### config.mk
export PLATFORM = sky130hd
export DESIGN_NAME = timing_fsm
export DESIGN_NICKNAME = d
export VERILOG_FILES = /design/src/rtl/timing_fsm.sv
export SDC_FILE = /design/constraint.sdc
export NUM_CORES = 1
export LEC_CHECK = 0
export ABC_AREA = 1
export BUFFER_PORTS_ARGS = -buffer_cell sky130_fd_sc_hd__buf_2
export CELL_PAD_IN_SITES_DETAIL_PLACEMENT = 0
export CELL_PAD_IN_SITES_GLOBAL_PLACEMENT = 2
export CORE_ASPECT_RATIO = 1.75
export CORE_MARGIN = 2
export CORE_UTILIZATION = 27
export DETAILED_ROUTE_END_ITERATION = 7
export PLACE_DENSITY_LB_ADDON = 0.1
export SLEW_MARGIN = 20
export SYNTH_ARGS = -nofsm -noshare
export SYNTH_HDL_FRONTEND = slang
export SYNTH_SLANG_ARGS = --single-unit
### constraint.sdc
create_clock -name clk -period 1.6 [get_ports clk]
set_input_delay 0.08 -clock clk [delete_from_list [all_inputs] [get_ports clk]]
set_output_delay 0.08 -clock clk [all_outputs]
set_load 0.02 [all_outputs]
### src/rtl/timing_fsm.sv
// rtl/timing_fsm.sv - per-bank DRAM timing state tracker with dwell down-counters
module timing_fsm #(
    parameter int BGWIDTH = 2,
    parameter int BAWIDTH = 2,
    parameter int BL      = 8,
    parameter int T_CL    = 17,
    parameter int T_RCD   = 17,
    parameter int T_WR    = 14,
    parameter int T_RP    = 17,
    parameter int T_RFC   = 34,
    localparam int BGW    = (BGWIDTH > 0) ? BGWIDTH : 1,
    localparam int NBG    = 1 << BGWIDTH,
    localparam int NBA    = 1 << BAWIDTH
) (
    input  logic               clk,
    input  logic               reset_n,
    input  logic [BGW-1:0]     bg,
    input  logic [BAWIDTH-1:0] ba,
    input  logic [18:0]        commands,
    output logic [4:0]         BankFSM [0:NBG-1][0:NBA-1]
);

    // CAS latency only matters to the read data path, not to bank state
    localparam int unused_t_cl = T_CL;

    // Counter must hold the longest dwell minus one, never narrower than 8 bits
    localparam int M_A  = (T_RCD > T_RP) ? T_RCD : T_RP;
    localparam int M_B  = (T_RFC > T_WR + 1) ? T_RFC : T_WR + 1;
    localparam int M_C  = (M_A > M_B) ? M_A : M_B;
    localparam int MAXN = (M_C > BL + 1) ? M_C : BL + 1;
    localparam int CW   = ($clog2(MAXN) > 8) ? $clog2(MAXN) : 8;

    localparam logic [CW-1:0] LD_RCD = CW'(T_RCD - 1);
    localparam logic [CW-1:0] LD_RP  = CW'(T_RP - 1);
    localparam logic [CW-1:0] LD_RFC = CW'(T_RFC - 1);
    localparam logic [CW-1:0] LD_RAP = CW'(BL);
    localparam logic [CW-1:0] LD_WAP = CW'(T_WR);

    typedef enum logic [4:0] {
        S_IDLE         = 5'h00,
        S_ACTIVATING   = 5'h01,
        S_BANK_ACTIVE  = 5'h03,
        S_PRECHARGING  = 5'h0a,
        S_READING      = 5'h0b,
        S_READING_AP   = 5'h0c,
        S_REFRESHING   = 5'h0d,
        S_WRITING      = 5'h12,
        S_WRITING_AP   = 5'h13
    } state_t;

    state_t          state [0:NBG-1][0:NBA-1];
    logic [CW-1:0]   cnt   [0:NBG-1][0:NBA-1];
    logic            sel   [0:NBG-1][0:NBA-1];

    logic c_act, c_pr, c_pra, c_rd, c_rda, c_ref, c_wr, c_wra;

    // Mode/power commands never change bank state; bg is meaningless on DDR3
    logic unused_inputs;
    assign unused_inputs = ^{commands[17:8], commands[2], bg};

    assign c_act = commands[18];
    assign c_pr  = commands[7];
    assign c_pra = commands[6];
    assign c_rd  = commands[5];
    assign c_rda = commands[4];
    assign c_ref = commands[3];
    assign c_wr  = commands[1];
    assign c_wra = commands[0];

    // Decode which bank the current bank-addressed command targets
    always_comb begin
        for (int g = 0; g < NBG; g++) begin
            for (int b = 0; b < NBA; b++) begin
                sel[g][b] = ((BGWIDTH == 0) || (bg == BGW'(g))) && (ba == BAWIDTH'(b));
            end
        end
    end

    // Per-bank state machine: command steering, priority and dwell timers
    always_ff @(posedge clk or negedge reset_n) begin
        if (!reset_n) begin
            for (int g = 0; g < NBG; g++) begin
                for (int b = 0; b < NBA; b++) begin
                    state[g][b] <= S_IDLE;
                    cnt[g][b]   <= '0;
                end
            end
        end else begin
            for (int g = 0; g < NBG; g++) begin
                for (int b = 0; b < NBA; b++) begin
                    case (state[g][b])
                        S_IDLE: begin
                            // PR/PRA are no-ops here, so REF still acts if they coincide
                            if (c_act && sel[g][b]) begin
                                state[g][b] <= S_ACTIVATING;
                                cnt[g][b]   <= LD_RCD;
                            end else if (c_ref) begin
                                state[g][b] <= S_REFRESHING;
                                cnt[g][b]   <= LD_RFC;
                            end
                        end
                        S_BANK_ACTIVE, S_READING, S_WRITING: begin
                            // ACT is illegal on an open bank, so PRA leads the chain
                            if (c_pra || (c_pr && sel[g][b])) begin
                                state[g][b] <= S_PRECHARGING;
                                cnt[g][b]   <= LD_RP;
                            end else if (c_rda && sel[g][b]) begin
                                state[g][b] <= S_READING_AP;
                                cnt[g][b]   <= LD_RAP;
                            end else if (c_rd && sel[g][b]) begin
                                state[g][b] <= S_READING;
                            end else if (c_wra && sel[g][b]) begin
                                state[g][b] <= S_WRITING_AP;
                                cnt[g][b]   <= LD_WAP;
                            end else if (c_wr && sel[g][b]) begin
                                state[g][b] <= S_WRITING;
                            end
                        end
                        S_ACTIVATING: begin
                            if (cnt[g][b] == '0) begin
                                state[g][b] <= S_BANK_ACTIVE;
                            end else begin
                                cnt[g][b] <= cnt[g][b] - 1'b1;
                            end
                        end
                        S_READING_AP, S_WRITING_AP: begin
                            // Auto-precharge chains straight into a full tRP dwell
                            if (cnt[g][b] == '0) begin
                                state[g][b] <= S_PRECHARGING;
                                cnt[g][b]   <= LD_RP;
                            end else begin
                                cnt[g][b] <= cnt[g][b] - 1'b1;
                            end
                        end
                        S_PRECHARGING, S_REFRESHING: begin
                            if (cnt[g][b] == '0) begin
                                state[g][b] <= S_IDLE;
                            end else begin
                                cnt[g][b] <= cnt[g][b] - 1'b1;
                            end
                        end
                        default: begin
                            state[g][b] <= S_IDLE;
                            cnt[g][b]   <= '0;
                        end
                    endcase
                end
            end
        end
    end

    // State register drives the output code directly
    always_comb begin
        for (int g = 0; g < NBG; g++) begin
            for (int b = 0; b < NBA; b++) begin
                BankFSM[g][b] = state[g][b];
            end
        end
    end

endmodule

Word-level counts from Yosys, hierarchy flattened
Cells that the tools add are included.
Widths: inputs -> output; s select.

storage, ports and cells
  bits in registers = 208
  bits of input ports = 25
  output and inout bits = 80
  logic and storage cells = 858

cells by class
  add/sub/neg operators = 16
  eq/ne operators = 262
  multiplexer cells = 290
  reduce and logical (&&, ||, !) cells = 258

operator list
  cell                 count
  $mux 8               113
  $mux 5               145
  $pmux 8 s4           16
  $pmux 5 s5           16
  $eq 5x4->1 const B   64
  $eq 5x5->1 const B   32
  $logic_not 8->1      16
  $ne 2x2->1 const B   64
  $ne 4x4->1 const B   32
  $sub 8x1->8 const B  16
  $logic_and 1x1->1    112
  $ne 6x6->1 const B   16
  $reduce_or 3->1      32
  $eq 5x1->1 const B   16
  $eq 5x2->1 const B   16
  $logic_not 5->1      16
  $reduce_and 5->1     16
  $reduce_and 4->1     16
  $reduce_or 2->1      32
  $ne 3x3->1 const B   16
  $logic_or 1x1->1     16
  $eq 2x2->1 const B   4
  $eq 2x1->1 const B   2
  $logic_not 2->1      2

Longest topological paths before layout
Gate-level depths: netlist (run 1).

  depth in word-level cells = 9
  depth in mapped cells = 13
  mapped depth without buffers = 13

Worst setup path after synthesis (run 1)
No wires, ideal clock.

  kind = flip-flop to flip-flop
  start point = register state (netlist bit BankFSM[43])
  end point = register cnt[64] (netlist bit)
  setup time = 0.116 ns
  arrival time = 1.667 ns
  data required time = 1.484 ns
  path slack = -0.183 ns
  stages on the path, launching flop included = 11
  path buffers = 0
  clock period less this slack = 1.783 ns
  cells stage by stage = dfrtp_1 -> nor2_1 -> nor2_1 -> o21ai_0 -> nand2_1 -> nand2_1 -> inv_1 -> nand2_2 -> inv_2 -> nand2_1 -> nand2_1

between the ends
  longest elaborated chain between the ends = 4
  elaborated cells between the ends (all ways) = 18
  those cells by class = 12 x eq/ne; 1 x mux; 5 x reduce/logical

ends and longest elaborated chain
  item                                                       RTL line  source
  from (decl)                                                51        state_t state [0:NBG-1][0:NBA-1];
  from (signal, indexed assignment)                          84        state[g][b] <= S_IDLE;
  from (signal, indexed assignment)                          95        state[g][b] <= S_ACTIVATING;
  from (signal, indexed assignment)                          98        state[g][b] <= S_REFRESHING;
  $eq 5x2->1, or another cell as far along                   91        case (state[g][b])
  $reduce_or 3->1, on equally long branches                  -
  $ne 4x4->1 (no source line) or $ne 2x2->1 (tied branches)  -
  $reduce_and 4->1 (no source line)                          -
  to (signal, indexed assignment)                            123       cnt[g][b] <= cnt[g][b] - 1'b1;
  to (signal, indexed assignment)                            132       cnt[g][b] <= cnt[g][b] - 1'b1;
  to (signal, indexed assignment)                            139       cnt[g][b] <= cnt[g][b] - 1'b1;
  to (decl)                                                  52        logic [CW-1:0] cnt [0:NBG-1][0:NBA-1];

Several ways; a longest one is shown, not always the timed one.
A chain may end at the register's enable or synchronous reset.

Worst setup path in the final report (run 1)
  start point = register state (netlist bit BankFSM[19])
  end point = register state (netlist bit BankFSM[17])

between the ends
  longest elaborated chain between the ends = 4
  elaborated cells between the ends (all ways) = 19
  those cells by class = 13 x eq/ne; 1 x mux; 5 x reduce/logical

ends and longest elaborated chain
  item                                                       RTL line
  $eq 5x2->1, or another cell as far along                   91
  $reduce_or 3->1 or $reduce_or 2->1 (tied branches)         91
  $ne 6x6->1 (no source line) or $ne 2x2->1 (tied branches)  -
  $reduce_and 5->1 (no source line)                          -

Several ways; a longest one is shown, not always the timed one.

==> flow_summary.ini, run 1 <==
[power]
power.leakage_nw = 14.1
pwr-share-comb_pct = 69.3
clkPwrFrac_pct = 12.8
sw_frac_of_total_pct = 47.3
intPower_mw = 28.5
pwr_density_cell_mw_per_mm2 = 2040
ir_drop_mv = 0.993
power_switching_mw = 25.6
seqPwrFrac_pct = 17.9

[cells_and_area]
utilization_pct = 44.2
regArea_mm2 = 0.00528
fin_area_mm2 = 0.0265
area_delta_synth_final_pct = 62.6
nets = 3492
multiInputGateArea_mm2 = 0.0120
fillers = 6349
drive_above_1_share_pct = 41.3

[drt]
wire_per_inst_um = 15.0
vias = 19684
drcViolationCount = 0
via_per_inst = 4.63
drtAntennaViolNets = 0
totalWireLength_mm = 63.8
drt_iter0_markers = 675
dr.pass1.iters = 7

[die]
core_mm2 = 0.0600
ios = 105
start_util_pct = 27.2
dieArea_mm2 = 0.0625
die_x_um = 190
fp-row-count = 119
die_h_um = 329

[yosys]
synth_area_mm2 = 0.0163
synthDistinctLibCells = 39
ys_seq_elements = 208
synth_nets = 2740
synth_warnings = 0
syn-mean-instance-area_um2 = 6.06
synth.yosys.seq_area_share_pct = 31.9
synthCells = 2693

[job]
drv_cap = 0

[clock_tree]
cts_made_buffers = 27
path_clk_slew_ns = 0.07
clk_latency_ns = 0.58
ctsRootBufferMaster = clkbuf_16
htreeDepth = 1
clock-sinks = 208
cts.path.max_buffers = 3
cts_tree = yes

[outcome]
outcome = finished with violations
violations = negative setup slack

[setup_path]
cp-end-kind = flop
r2r_end = BankFSM[17]
r2r_start = BankFSM[19]
crit_fanout = 6
cp.required_ns = 2.07
r2r_cells = 9
arrival_ns = 2.08
r2r_slack_ns = -0.01
start_kind = flop
critPathKind = reg -> reg

[sta]
hold_viol_final = 0
fin_crit_ns = 1.61
post-route-period-util_pct = 101
fmax_ghz = 0.621
final-max-slew-violation-count = 0
slew_headroom_pct = 57.1
tns_ns = -0.0305
finalWorstSetupSlack_ns = -0.0102
worstMarginPinSlew_ns = 0.644
rsz0062_at_grt = yes
skew_ns = 0.0174
setup_viol = 5

[place]
routabilityCongestion = 0.850
io_buffers = 93
dpl.hpwl_mm = 48.1
postPlaceCellArea_mm2 = 0.0222

[global_route]
grt_start_max_net_pins = 43
overflow = 0
grt_pass1_wl_mm = 98.7
grt_antenna_before_repair = 6
grt_pass1_vias = 19760
grt_usage_pct = 19.6

[worst_hold_path]
hp-class = in -> async
[power groups by stage]
stage | combinational [mW] | clock, mW | sequential [mW]
after floorplan | 16.3 | 0 | 10.1
after global placement | 30.5 | 0 | 9.29
after detailed placement | 30.7 | 0 | 9.32
after CTS | 31.9 | 7.17 | 9.37
after global routing | 41.6 | 7.31 | 9.96
final | 37.5 | 6.90 | 9.69
[state kept, by name, indices dropped and copies added, names as in the netlist]
| name | flops |
|---|---|
| cnt | 128 |
| BankFSM | 80 |
[critical path, cell delays in order (launching register included)]
cell     delay [ns]
dfrtp_1        0.42
buf_6          0.15
buf_4          0.13
nand2_2        0.05
o21ai_2        0.06
buf_6          0.13
o21ai_0        0.24
nand3_2        0.17
nand2_1        0.09
nand2_1        0.05
[cells by family after synthesis]
| group | after synthesis | synth area share [%] |
|---|---|---|
| buffers and inverters | 353 | 8.23 |
| adder cells (fa/ha/maj) | 22 | 1.69 |
| flip-flops | 208 | 31.9 |
| XOR/XNOR | 72 | 3.87 |
| AND/OR/NAND/NOR | 1818 | 46.9 |
| AO/OA/AOI/OAI | 220 | 7.43 |
[cells in the mapped netlist (all sizes together)]
master  number  share of area (%)
buf         12               0.38
o21a         3               0.14
nor4         1              0.038
nand3      321                 10
inv        323                7.4
nand3b      12               0.55
o22ai        1              0.038
o21bai       4               0.18
o21ai      123                3.8
xor2        47                2.5
a31oi        3               0.12
dfrtp      208                 32
a21boi       1              0.046
nor3        16               0.49
nand4       60                2.3
nor3b        1              0.046
clkbuf      15               0.35
or2          2              0.077
o211ai       5               0.23
ha          22                1.7
o31ai       15               0.75
xnor2       25                1.3
clkinv       3              0.069
nand2     1088                 25
nor2       317                7.9
a22oi        1              0.046
a21oi       64                2.1
[layer usage]
| metal | vias to the layer above | wire (um) | global-route usage (%) |
|---|---|---|---|
| li1 | 10072 | - | - |
| met1 | 9248 | 24700 | 20.9 |
| met4 | 6 | 1930 | 6.83 |
| met2 | 246 | 35200 | 38.9 |
| met3 | 112 | 1840 | 2.70 |
| met5 | - | 34 | 0 |
[worst max path at each step]
stage                            from           to  slack (ns)  cells after the start
final                     BankFSM[19]  BankFSM[17]       -0.01                      9
after floorplan           BankFSM[43]      cnt[64]     0.00004                     10
after detailed placement       cnt[8]      cnt[12]       -0.15                     13
after global placement    BankFSM[68]  BankFSM[65]       -0.15                      9
after CTS                      cnt[8]      cnt[15]       -0.04                     13
after global routing      BankFSM[49]      cnt[73]       -0.11                      9
[per-stage QoR]
step	setup slack, ns	instances	hold WS (ns)	total power, mW
global placement	-0.149	4109	0.0434	39.8
finish	-0.0102	4254	0.0217	54.1
floorplan	0.0000393	2693	-0.216	26.4
global route	-0.110	4254	0.0248	58.9
detailed placement	-0.151	4109	0.0447	40.1
CTS	-0.0392	4176	0.00175	48.4
[final cells by class]
| cell class | instances | share of cell area [%] |
|---|---|---|
| Sequential cell | 208 | 19.9 |
| Clock buffer | 37 | 2.95 |
| Inverter | 326 | 4.77 |
| Tap cell | 786 | 3.71 |
| Clock inverter | 13 | 0.774 |
| Timing Repair Buffer | 749 | 22.6 |
| Multi-Input combinational cell | 2133 | 45.3 |
| Antenna cell | 2 | 0.0189 |
[layout by cell type, fill, tap and decap left out, types with 7 or more instances in the layout]
master       n
a21oi_1     46
a21oi_2     12
buf_12      24
buf_2       91
buf_4      558
buf_6       73
clkbuf_16   27
clkbuf_8     7
dfrtp_1    148
dfrtp_2     60
ha_1         8
ha_4        10
inv_1      238
inv_2       75
nand2_1    894
nand2_2    148
nand2_4     45
nand3_1    226
nand3_2     79
nand3_4     16
nand3b_1    12
nand4_1     60
nor2_1     183
nor2_2      67
nor2_4      67
nor3_1      11
o21ai_0     63
o21ai_1     33
o21ai_2     20
o21ai_4      7
o31ai_1     13
xnor2_1     25
xor2_1      47
[timing repair]
action	4_1_cts	5_1_grt
setup endpoints to repair	197	208
gates cloned	1	0
buffers inserted	14	84
gates resized for setup	130	686
pin swaps	35	267
endpoints found under the hold margin	211	0
hold buffers	2	0
(Power assumes the default switching activity.)
==> inputs of run 2 (changes only) <==
Settings changed: CORE_MARGIN 2 to 3, SETUP_SLACK_MARGIN set to 0.05.
==> run 2 against run 1 <==
  * The run now ends clean
  * Core utilization is 1.3 points higher
  * Clock power down 11%
  * Clock-buffer cell count grew 6
  * Sequential power grew 2.5%
  * Critical path type unchanged
  * Register-to-register slack better by 0.02 ns
  * Fmax is 1.3% higher
  * Routed wire length increased by 1.4%
==> flow_summary.ini, run 2 (synthesis gave the netlist of run 1 again) <==
[sta]
fmax_ghz = 0.629
skew_ns = 0.0294
hold_viol_final = 0
post-route-period-util_pct = 99.3
fin_crit_ns = 1.59
tns_ns = 0
worstMarginPinSlew_ns = 0.551
setup_viol = 0
rsz0062_at_grt = yes
slew_headroom_pct = 63.1
hold_ws_ns = 0.0245
final-max-slew-violation-count = 0
finalWorstSetupSlack_ns = 0.0109

[drt]
via_per_inst = 4.67
drtAntennaViolNets = 0
totalWireLength_mm = 64.7
drcViolationCount = 0
wire_per_inst_um = 15.3
vias = 19690
drt_iter0_markers = 598
dr.pass1.iters = 5

[clock_tree]
ctsRootBufferMaster = clkbuf_16
clk_latency_ns = 0.58
htreeDepth = 1
clock-sinks = 208
cts_made_buffers = 27
cts.path.max_buffers = 3
cts_tree = yes
path_clk_slew_ns = 0.06

[cells_and_area]
largest_register_ff_count = 128
layoutNonFillerInstCount = 4220
drive_above_1_share_pct = 46.0
area_delta_synth_final_pct = 66.2
final_common_cell = nand2_1
largest-register = cnt
nets = 3466
layout_common_cells = nand2_1, buf_4, nand2_2
diodes = 0

[die]
dieArea_mm2 = 0.0635
start_util_pct = 27.4
fp-row-count = 118
core_mm2 = 0.0595
die_x_um = 192
die_h_um = 331
ios = 105

[setup_path]
critPathKind = reg -> reg
arrival_ns = 2.11
cp-end-kind = flop
crit_fanout = 7
start_kind = flop
cp.required_ns = 2.12

[outcome]
outcome = finished clean

[place]
io_buffers = 93
dpl.hpwl_mm = 47.8
pre_cts_ws_ns = -0.262
dp.cells = 4047
routabilityCongestion = 0.829

[global_route]
grt_usage_pct = 19.6
grt_antenna_before_repair = 2
grt_pass1_vias = 19836
grt_pass1_wl_mm = 99.8
overflow = 0
grt_start_max_net_pins = 51

[worst_hold_path]
hp-class = in -> async

[power]
power.leakage_nw = 14.2
ir_drop_mv = 0.928
total_power_mw = 55.3
pwr_density_cell_mw_per_mm2 = 2040

[job]
drv_cap = 0
-- run 2: cell count changes in the layout (fill, tap and decap cells not counted), moves of 11 or more --
cell,change
nor2_4,+15
dfrtp_1,-11
buf_4,-30
buf_6,+13
nand3_4,+12
nand3_2,+20
o21ai_1,+15
nand2_2,+90
nand3_1,-32
dfrtp_2,+11
nor2_1,-14
o21ai_0,-20
nand2_4,+19
nand2_1,-108
-- run 2: per-layer routing --
metal | wire (um) | up-vias | track usage [%]
met5 | 26 | - | 0
met4 | 1820 | 4 | 5.86
met3 | 1730 | 101 | 2.13
met2 | 36000 | 224 | 38.8
met1 | 25100 | 9322 | 21.5
li1 | - | 10039 | -
-- run 2: what timing repair did --
item,in CTS,in global routing
hold endpoints to repair,210,0
resized for setup,277,779
endpoints found under the setup margin,205,212
buffers inserted,40,86
gates cloned,1,1
hold buffers,2,0
pin swaps,94,329
-- run 2: power breakdown --
part / leakage, nW / internal (mW) / switching [mW]
registers: 2.64 / 7.50 / 2.43
clock network: 0.418 / 3.55 / 2.57
logic: 11.1 / 17.5 / 21.7
-- run 2: metrics by stage --
step	utilization, %	cell area [um^2]
final	45.5	27100
after global routing	45.5	27100
after CTS	40.4	24000
after detailed placement	36.8	21900
after global placement	36.8	21900
after floorplan	-	16500
-- run 2: final timing paths --
path | startpoint | end | slack (ns) | cells past startpoint
max | BankFSM[48] | cnt[79] | 0.01 | 9
min | reset_n | BankFSM[79] | 0.02 | 2
max reg2reg | BankFSM[48] | cnt[79] | 0.01 | 9
min reg2reg | cnt[127] | cnt[127] | 0.48 | 2
max in group asynchronous | reset_n | BankFSM[50] | 0.93 | 3
min in group clk | commands[18] | cnt[52] | 0.14 | 6
-- run 2: cell type report --
class                      count  area, um^2
clock buffer                  43         796
clock inverter                 7        68.8
fill                        6195       32400
inverter                     326        1260
multi-input combinational   2132       12800
sequential                   208        5290
tap                          780         976
timing repair buffer         724        5870
-- run 2: critical path: stages (launching register included) --
cell	delay [ns]
dfrtp_2	0.44
nor2_4	0.17
nand2_2	0.07
o21ai_2	0.16
buf_6	0.15
nand4_1	0.15
nand2_4	0.15
buf_12	0.15
nand2_2	0.04
nand2_1	0.05
==> inputs of run 3 (changes only) <==
Settings changed: ABC_AREA 1 to not set.
==> run 3 against run 2 <==
  * Worst hold slack better by 0.078 ns
  * Core utilization up 1.7 points
  * Fmax down 31%
  * Largest power group unchanged
  * Worst setup slack worse by 0.71 ns
  * Non-clock buffer count up 278
  * Largest cell class unchanged
  * Register-to-register slack worse by 0.71 ns
  * First-iteration DRC count up 9.2%
  * The run now ends with negative setup slack left
  * Routed wire length up 11%
  * Global-route usage up 2.2 points
  * Via count down 2.1%
  * Clock skew down 0.012 ns
==> flow_summary.ini, run 3 <==
[outcome]
outcome = finished with violations
violations = negative setup slack

[job]
drv_cap = 0

[clock_tree]
ctsRootBufferMaster = clkbuf_16
htreeDepth = 1
path_clk_slew_ns = 0.07
cts_made_buffers = 26
cts.path.max_buffers = 3
clk_latency_ns = 0.57
clock-sinks = 208
cts_tree = yes

[global_route]
grt_antenna_before_repair = 1
grt_start_max_net_pins = 69
overflow = 0
grt_pass1_vias = 20212
grt_usage_pct = 21.8
grt_pass1_wl_mm = 110

[cells_and_area]
layout_common_cells = buf_4, dfrtp_1, nor2_1
largest_register_ff_count = 128
nets = 2887
drive_above_1_share_pct = 55.1
layoutNonFillerInstCount = 3640
regArea_mm2 = 0.00526
diodes = 0
fin_area_mm2 = 0.0281
final_common_cell = buf_4
utilization_pct = 47.3
fillers = 5739
multiInputGateArea_mm2 = 0.0127
area_delta_synth_final_pct = 72.7
largest-register = cnt

[die]
core_mm2 = 0.0595
ios = 105
die_x_um = 192
die_h_um = 331
dieArea_mm2 = 0.0635
start_util_pct = 27.4
fp-row-count = 118

[power]
pwr_density_cell_mw_per_mm2 = 2340
clkPwrFrac_pct = 10.4
intPower_mw = 37.7
ir_drop_mv = 1.12
power_switching_mw = 28.0
sw_frac_of_total_pct = 42.6
pwr-share-comb_pct = 75.3
seqPwrFrac_pct = 14.3
power.leakage_nw = 12.7

[drt]
dr.pass1.iters = 5
via_per_inst = 5.29
wire_per_inst_um = 19.7
drtAntennaViolNets = 0
vias = 19273
totalWireLength_mm = 71.7
drcViolationCount = 0
drt_iter0_markers = 653

[yosys]
ys_seq_elements = 208
synth_flop_cell = dfrtp_1
synth_area_mm2 = 0.0163
syn-mean-instance-area_um2 = 8.43
synth_edf_count = 0
synth_nets = 1980
synth_top_area_share_pct = 31.9
synth.area.top_cells = dfrtp_1, o21ai_0, mux2_2, a21oi_1, nor2_1
synth_area_leader_cell = dfrtp_1
ys_top_cells_by_count = dfrtp_1, o21ai_0, nor2_1, a21oi_1, nand2_1
synthDistinctLibCells = 115
synth_warnings = 0
synth.most_common_cell = dfrtp_1
postSynth.asyncResetShare_pct = 100
synthCells = 1933
synth.yosys.seq_area_share_pct = 31.9

[sta]
post-route-period-util_pct = 144
setup_viol = 208
rsz0062_at_grt = yes
skew_ns = 0.0171
hold_viol_final = 0
fmax_ghz = 0.434
final-max-slew-violation-count = 0
fin_crit_ns = 2.30
slew_headroom_pct = 25.0
finalWorstSetupSlack_ns = -0.703
worstMarginPinSlew_ns = 1.12

[worst_hold_path]
whs_endpoint = BankFSM[49]
hp-class = in -> reg
worstHoldStart = commands[1]
whs_path_depth = 4

[setup_path]
start_kind = flop
r2r_slack_ns = -0.70
r2r_start = cnt[88]
r2r_cells = 9
arrival_ns = 2.76
cp.required_ns = 2.06
critPathKind = reg -> reg
cp-end-kind = flop
r2r_end = cnt[94]
crit_fanout = 5

[place]
postPlaceCellArea_mm2 = 0.0242
dpl.hpwl_mm = 53.7
dp.cells = 3457
routabilityCongestion = 0.908
io_buffers = 93
pre_cts_ws_ns = -0.738
==> run 3: cell types whose count changed after synthesis, sizes merged, moves of 44 or more <==
cell,change
nand2,-968
nand3,-287
inv,-240
nor2,-181
clkbuf,+79
o21ai,+78
a21oi,+65
mux2,+64
nand4,-53
nor2b,+46
nor3,+46
xor2,-45
nand2b,+44
==> run 3: kinds of logic (layout without fill, tap and decap cells) <==
family / Yosys count / count (layout) / synth area share, %
AOI/OAI and AO/OA: 719 / 723 / 30.9
xor gates and xnor gates: 4 / 4 / 0.215
DFF: 208 / 208 / 31.9
adders and majority gates: 22 / 22 / 1.69
buffers and inverters: 214 / 1134 / 5.30
muxes: 75 / 75 / 5.17
and+or+nand+nor: 691 / 694 / 24.8
==> run 3: cell type report <==
type                    instances  area share, %
inverters                      84           1.12
well taps                     780           3.47
clock inverters                10          0.551
repair buffers               1002           28.1
clock buffers                  38           2.87
multi-input cells            1518           45.2
flip-flops and latches        208           18.7
==> run 3: worst max path at each step <==
| stage | from | endpoint | slack (ns) | cells after the start |
|---|---|---|---|---|
| final | cnt[88] | cnt[94] | -0.70 | 9 |
| after global routing | cnt[88] | cnt[94] | -0.82 | 9 |
| after CTS | cnt[104] | cnt[107] | -0.70 | 9 |
| after detailed placement | cnt[65] | BankFSM[42] | -0.74 | 7 |
| after global placement | cnt[65] | BankFSM[41] | -0.71 | 7 |
| after floorplan | cnt[24] | cnt[27] | -0.69 | 8 |
==> run 3: what timing repair did <==
item | CTS | global route
resized for setup | 257 | 226
cloned | 12 | 5
pin swaps | 135 | 111
endpoints found under the setup margin | 218 | 231
hold buffers | 2 | 1
hold endpoints to repair | 208 | 14
setup buffers | 85 | 42
==> run 3: metrics by stage <==
step	power, mW	setup TNS (ns)	hold slack, ns
after floorplan	33.3	-90.55	-0.216
after global placement	49.1	-118.87	-0.0610
after detailed placement	49.7	-124.21	-0.0609
after CTS	62.1	-100.92	0.0524
after global routing	70.2	-117.40	0.128
final	65.7	-100.69	0.103
==> run 3: worst max-delay path: stages, from the launching register on <==
cell and delay [ns]:
dfrtp_1 0.37, inv_1 0.06, ha_2 0.16, or4b_4 0.46, or4_4 0.45, buf_4 0.16, nand2_2 0.07, and2_4 0.18
o21ai_1 0.08, a32o_1 0.20
==> run 3: per-layer routing <==
| layer | vias up | wire (um) | global-route usage (%) | part of all wire, % |
|---|---|---|---|---|
| met4 | 2 | 2710 | 7.52 | 3.8 |
| li1 | 9180 | - | - | - |
| met5 | - | 13 | 0 | 0.018 |
| met1 | 9604 | 27300 | 23.5 | 38 |
| met3 | 149 | 2270 | 2.39 | 3.2 |
| met2 | 338 | 39400 | 43.1 | 55 |
==> run 3: power groups by stage <==
stage          clock (mW)  combinational [mW]  sequential [mW]
2_1_floorplan           0                23.3             9.96
3_3_place_gp            0                39.8             9.32
3_5_place_dp            0                40.3             9.37
4_1_cts              7.05                45.7             9.32
5_1_grt              7.19                53.3             9.68
6_report             6.84                49.5             9.41
